File: src/rtl/zwait_req.sv
// Z80 I/O wait-request sequencer: decodes glue-clock and COM-port I/O cycles,
// strobes the wait flip-flop start, then releases on AVR ack or watchdog expiry.
module zwait_req #(
    parameter int                   TIMEOUT_W = 16,
    parameter logic [TIMEOUT_W-1:0] TIMEOUT   = 16'd50000
) (
    input  logic        fclk,
    input  logic        rst_n,
    input  logic [15:0] a,
    input  logic [7:0]  din,
    input  logic        iorq_s,
    input  logic        rd_s,
    input  logic        wr_s,
    input  logic        m1_s,
    input  logic        gluclock_on,
    input  logic        avr_ack,
    output logic        wait_start_gluclock,
    output logic        wait_start_comport,
    output logic        wait_end,
    output logic [1:0]  req_src,
    output logic [2:0]  req_reg,
    output logic        req_wr,
    output logic [7:0]  req_data,
    output logic        busy,
    output logic        timeout
);

    typedef enum logic [2:0] {
        S_IDLE,
        S_START,
        S_WAIT,
        S_END,
        S_RELEASE
    } state_t;

    localparam logic [1:0]           SRC_GLU  = 2'b01;
    localparam logic [1:0]           SRC_COM  = 2'b10;
    localparam logic [TIMEOUT_W-1:0] CNT_LAST = TIMEOUT - 1'b1;

    state_t               state_q, state_d;
    logic [TIMEOUT_W-1:0] cnt_q;
    logic                 io_cycle, glu_hit, com_hit, expire;

    // INTA cycles carry M1 together with IORQ and must never match a port.
    assign io_cycle = iorq_s & ~m1_s & (rd_s | wr_s);
    assign glu_hit  = io_cycle & (a == 16'hBFF7) & gluclock_on;
    assign com_hit  = io_cycle & (a[7:0] == 8'hEF) & (a[15:11] == 5'b11111);
    assign expire   = (cnt_q == CNT_LAST);

    always_comb begin
        // NOTE: default first so every path assigns state_d and no latch is inferred.
        state_d = state_q;
        case (state_q)
            S_IDLE:    if (glu_hit || com_hit) state_d = S_START;
            S_START:   state_d = S_WAIT;
            S_WAIT:    if (avr_ack || expire) state_d = S_END;
            S_END:     state_d = S_RELEASE;
            S_RELEASE: if (!iorq_s) state_d = S_IDLE;
            default:   state_d = S_IDLE;
        endcase
    end

    // NOTE: sequential state uses non-blocking assignments so every register samples pre-edge values.
    always_ff @(posedge fclk or negedge rst_n) begin
        if (!rst_n) state_q <= S_IDLE;
        else        state_q <= state_d;
    end

    // Counter is cleared in START, so it cannot wrap during a single WAIT.
    always_ff @(posedge fclk or negedge rst_n) begin
        if (!rst_n) begin
            cnt_q <= '0;
        end else if (state_q == S_START) begin
            cnt_q <= '0;
        end else if (state_q == S_WAIT) begin
            cnt_q <= cnt_q + 1'b1;
        end
    end

    // Ack takes priority over expiry, leaving timeout clear when both coincide.
    always_ff @(posedge fclk or negedge rst_n) begin
        if (!rst_n) begin
            timeout <= 1'b0;
        end else if (state_q == S_IDLE && (glu_hit || com_hit)) begin
            timeout <= 1'b0;
        end else if (state_q == S_WAIT && !avr_ack && expire) begin
            timeout <= 1'b1;
        end
    end

    // Access details hold until the next hit so the SPI side can read them late.
    always_ff @(posedge fclk or negedge rst_n) begin
        if (!rst_n) begin
            req_src  <= 2'b00;
            req_reg  <= 3'd0;
            req_wr   <= 1'b0;
            req_data <= 8'h00;
        end else if (state_q == S_IDLE && (glu_hit || com_hit)) begin
            req_src  <= glu_hit ? SRC_GLU : SRC_COM;
            req_reg  <= glu_hit ? 3'd0 : a[10:8];
            req_wr   <= wr_s;
            req_data <= wr_s ? din : 8'h00;
        end
    end

    assign wait_start_gluclock = (state_q == S_START) && (req_src == SRC_GLU);
    assign wait_start_comport  = (state_q == S_START) && (req_src == SRC_COM);
    assign wait_end            = (state_q == S_END);
    assign busy                = (state_q != S_IDLE);

endmodule

File: config.mk
export PLATFORM = sky130hd
export DESIGN_NAME = zwait_req
export DESIGN_NICKNAME = d
export VERILOG_FILES = /design/src/rtl/zwait_req.sv
export SDC_FILE = /design/constraint.sdc
export NUM_CORES = 1
export LEC_CHECK = 0
export BUFFER_PORTS_ARGS = -buffer_cell sky130_fd_sc_hd__buf_2
export CAP_MARGIN = 10
export CORE_MARGIN = 5
export CORE_UTILIZATION = 46
export CTS_CLUSTER_DIAMETER = 150
export CTS_CLUSTER_SIZE = 8
export DETAILED_ROUTE_END_ITERATION = 16
export PLACE_DENSITY = 0.73
export SYNTH_ARGS = -nofsm -noshare
export SYNTH_HDL_FRONTEND = slang
export SYNTH_SLANG_ARGS = --single-unit
File: constraint.sdc
create_clock -name fclk -period 2.3 [get_ports fclk]
set_clock_uncertainty 0.05 [all_clocks]
set_input_delay 0.115 -clock fclk [delete_from_list [all_inputs] [get_ports fclk]]
set_output_delay 0.115 -clock fclk [all_outputs]
set_load 0.005 [all_outputs]
======== Word level (Yosys, flattened, before mapping) ========
Index checks and enable logic that the tools add are counted.
operators by class
  add/sub/neg operators ................... 1
  equality and inequality tests ........... 13
  mux-type cells .......................... 11
  bitwise operators ....................... 8
  reduce and logical (&&, ||, !) cells .... 13
operators by type and width
  cell                   number
  $eq 16x16->1 const B   2
  $mux 16                2
  $add 16x1->16 const B  1
  $pmux 3 s5             1
  $mux 3                 4
  $eq 8x8->1 const B     1
  $mux 8                 1
  $and 1x1->1            6
  $eq 3x2->1 const B     2
  $ne 2x2->1 const B     3
  $eq 5x5->1 const B     1
  $logic_and 1x1->1      5
  $reduce_bool 2->1      2
  $eq 3x1->1 const B     1
  $eq 3x3->1 const B     1
  $logic_not 3->1        1
  $reduce_and 3->1       1
  $reduce_bool 3->1      1
  $eq 2x1->1 const B     1
  $eq 2x2->1 const B     1
  $logic_or 1x1->1       2
  $mux 1                 2
  $mux 2                 1
  $logic_not 1->1        1
  other kinds (2)        2
word-level totals
  flip-flop bits (word level) ............. 34
  logic and storage cells ................. 53

======== Longest topological paths before layout ========
  depth after elaboration ................. 8
  gate-level depth with buffers ........... 6

======== Worst setup path before layout ========
Ideal clock, no wire load.
  path kind ............................... reg2reg
  start point ............................. reg state_q[2]
  end point ............................... reg cnt_q[9]
  library setup time ...................... 129 ps
  arrival time ............................ 1,456 ps
  required time ........................... 2,121 ps
  setup slack ............................. 665 ps
  stages on the path, launching flop included .. 7
  clock period less this slack ............ 1,635 ps
  cell sequence ........................... dfrtp_1 or3b_1 buf_2 and2_1 clkbuf_1 o21ai_0 o41ai_1
on the way
  longest elaborated chain between the ends .. 2
  elaborated cells between the ends (all ways) .. 4
  those cells by class .................... eq/ne: 2; mux: 1; reduce/logical: 1
RTL lines
  element                                       RTL line  source
  start: declaration                            40        state_t state_q, state_d;
  start signal: assignment                      66        else state_q <= state_d;
  $eq 3x1->1 or $eq 3x2->1 (tied branches)      73, 75
  $mux 16 or $reduce_bool 2->1 (tied branches)  n/a
  end signal: assignment                        76        cnt_q <= cnt_q + 1'b1;
  end: declaration                              41        logic [TIMEOUT_W-1:0] cnt_q;
Parallel ways exist; a longest one is shown, timed or not.
A chain may end at the register's enable or synchronous reset.

======== Worst setup path after layout ========
  start point ............................. reg state_q[2]
  end point ............................... out wait_start_comport
on the way
  longest elaborated chain between the ends .. 2
RTL lines
  element            RTL line  source
  $eq 3x1->1         107       assign wait_start_comport = (state_q == S_START) && (req_src == SRC_COM);
  $logic_and 1x1->1  107
  end: declaration   18        output logic wait_start_comport,
No other way between the ends.

==> results summary <==
The number of routed nets with antenna violations is 0. In this run the worst setup path begins at state_q[2]. The initial detailed-routing violation count is 77. The final net count is 254. The max-slew violation count is 0. The run finished with clean final reports. The area taken by flip-flops and latches is 851 um^2. After synthesis, the largest area contributor takes up 51.3% of total cell area. In this run, post-CTS repair resized a total of 0 instances. The number of filler instances in the final layout is 299.

The horizontal die dimension is 70.0 um. More flip-flops sit in one register than any other, and that register is cnt_q. The overall routed net length is 4230 um. The number of buffers on the longest clock path is 2. The detailed placement HPWL came out at 3070 um. After synthesis, the netlist uses 42 different library cells.

In this run the worst hold path is classified as in2reg. The detail-routed net length per standard cell came out at 15.8 um. The final global-route overflow total came out at 0. The data required time of the worst path is 2.13 ns. The initial antenna violation count is 0. The count of input and output buffers came out at 50.

The post-synthesis instance area came out at 1660 um^2. At the worst endpoint, the arrival time is 1.76 ns. The sink count of the clock tree came out at 34. The number of setup violations in the final report came out at 0. 51 I/O pins were placed.

The total of flip-flops plus latches after synthesis came out at 34. Averaged over all synthesized cells, the footprint is 10.8 um^2. The effective utilization at floorplan is 48.5%. The placeable core region came out at 3420 um^2.

The flip-flop count of the largest register, all copies and words added is 16. The number of placement rows is 21. The deepest level of the CTS H-tree is 2.

The number of enable-type register cells in the synthesized netlist came out at 0. STA classifies the critical path endpoint as an output port. The share of flip-flops with an asynchronous set or reset is 100%. The floorplan step set the die height to 70.0 um. Global routing used 18.8% of the available tracks across all layers.

In the post-synthesis netlist, the biggest area contributors are dfrtp_1 51%, a22o_1 5.8%, nand3_1 3.0%, and4_1 2.6%, o21ai_0 2.4%. The placer's final routability congestion estimate came out at 0.857. The synthesized net count is 187. The worst setup path is of the reg2out kind. The share of synthesized area occupied by flip-flops and latches came out at 51.3%.

The worst ir drop on vdd is 0.436 mV. After clock tree synthesis, the clock-pin slew on the worst setup and hold paths is 0.11 ns. Before antenna repair, the detailed router went through 4 iterations. The final total negative setup slack is 0 ns. The startpoint identified for the worst register-to-register timing path is cnt_q[4]. The cell depth of the worst flop-to-flop path came out at 4. The pin slew with the least headroom to its limit came out at 0.766 ns. Setup repair after global routing left no endpoint under its margin. The tree is rooted in a clkbuf_4. The completed layout was analyzed and its total power is 1.58 mW. The static leakage is 1.07 nW.

The share of the clock period used by the worst path after layout is 83.8%. The die covers 4900 um^2. At the later pin of the worst-skew pair, clock insertion delay measures 0.34 ns.

In the routed layout, each cell is associated on average with a via count of 5.80. The combined area of the multi-input logic cells is 771 um^2. The number of inserted diodes came out at 0. The relative slew slack is 48.9%.

The worst register-to-register path ends at state_q[0]. The fraction of final layout cells with drive strength greater than 1 is 29.4%. The top fanout value on the critical path is 12. The final route contains 1549 vias.

The wire length of the first global-routing pass came out at 7410 um. The commonest cells after synthesis are 34 x dfrtp_1, 11 x a22o_1, 10 x nand2_1, 10 x nand3_1, 8 x o21ai_0. dfrtp_1 is the most common cell in the netlist. The number of global-route vias before repair is 1544. For this run, the number of Yosys warnings is 0.

The synthesized instance count is 154. The largest registers in the layout are cnt_q (16), req_data (8). The critical path ends at wait_start_comport. The synthesized design spends more area on one cell type than any other, namely dfrtp_1. The hold violation count in the final report came out at 0.

The total power density per cell area is 730 nW/um^2. The worst setup path is launched from a register. The reported max-cap violation count came out at 0. The CTS tree is done.

The top flip-flop cell by instance count after synthesis is dfrtp_1. The number of buffers created by CTS came out at 5. The maximum frequency from static timing analysis is 0.519 GHz. The post-layout minimum cycle time came out at 1.93 ns. The reg2reg setup slack came out at 0.48 ns.

Compared with the post-synthesis result, the final layout area differs by 30.7%. Post-CTS timing repair inserted 0 buffers for setup. For this run, design rule violations remaining after detail routing come to 0. The maximum number of pins on one net before global-route repair came out at 35.
-- through the flow --
stage / util (%) / std cells / cell area (um^2) / setup WS [ns] / hold slack, ns
floorplan: - / 154 / 1660 / 0.665 / -0.231
global route: 63.4 / 267 / 2170 / 0.231 / 0.0000937
CTS: 63.4 / 267 / 2170 / 0.360 / 0.00209
global placement: 57.3 / 247 / 1960 / 0.582 / 0.160
detailed placement: 57.3 / 247 / 1960 / 0.521 / 0.185
finish: 63.4 / 267 / 2170 / 0.372 / 0.0106
-- how the worst min path moves through the flow --
stage	to	depth (start not counted)	start	slack, ns
global placement	cnt_q[5]	1	rst_n	0.16
CTS	req_data[6]	3	wr_s	0.002
detailed placement	cnt_q[3]	1	rst_n	0.18
global route	req_data[6]	3	wr_s	0.00009
finish	req_data[6]	3	wr_s	0.01
floorplan	cnt_q[0]	0	rst_n	-0.23
-- cell type report --
cell class | count | area share, %
clock buffer | 6 | 2.37
timing repair buffer | 64 | 17.9
sequential | 34 | 39.3
multi-input combinational | 111 | 35.6
tap | 46 | 2.66
inverter | 5 | 0.866
clock inverter | 1 | 1.39
-- power by group --
group	leakage [nW]	switching [mW]	total, mW	internal [mW]
clock network	0.0443	0.199	0.452	0.253
logic	0.568	0.243	0.413	0.170
registers	0.459	0.0677	0.717	0.649
total	1.07	0.510	1.58	1.07
-- metal layers --
metal  track usage [%]  vias up  wire length, um
met4              9.15        0              131
met3              4.45       13              242
met5                 0        -                0
met1              22.6      752             1780
li1                  -      727                -
met2              31.4       57             2080
-- cell usage in the layout (no fill, tap or decap), types with 6 or more instances in the layout --
master,synthesis,layout
buf_2,2,50
dfrtp_1,34,34
dlygate4sd3_1,0,13
a22o_1,11,11
nand2_1,10,10
nand3_1,10,10
o21ai_0,8,8
nor2_1,7,7
nand4_1,6,6
-- cells by family (layout without fill, tap and decap cells) --
kind of cell             count (synthesis)  count (layout)  synth area share [%]
AND/OR/NAND/NOR                         65              65                  25.5
AO/OA/AOI/OAI                           40              40                  17.2
flip-flops                              34              34                  51.3
buffers and inverters                    9              76                  2.19
multiplexers                             4               4                  2.49
adder cells (fa/ha/maj)                  1               1                 0.755
XOR/XNOR                                 1               1                 0.528
-- critical path, stage by stage, from the launching register on --
cell     delay (ns)
dfrtp_1        0.46
or3b_2         0.63
nor3b_1        0.20
buf_2          0.15
-- what timing repair did --
item	CTS	global route
endpoints found under the hold margin	46	0
setup endpoints to repair	0	0
hold buffers	13	0
Note: power is estimated with default switching activity, not from simulation.
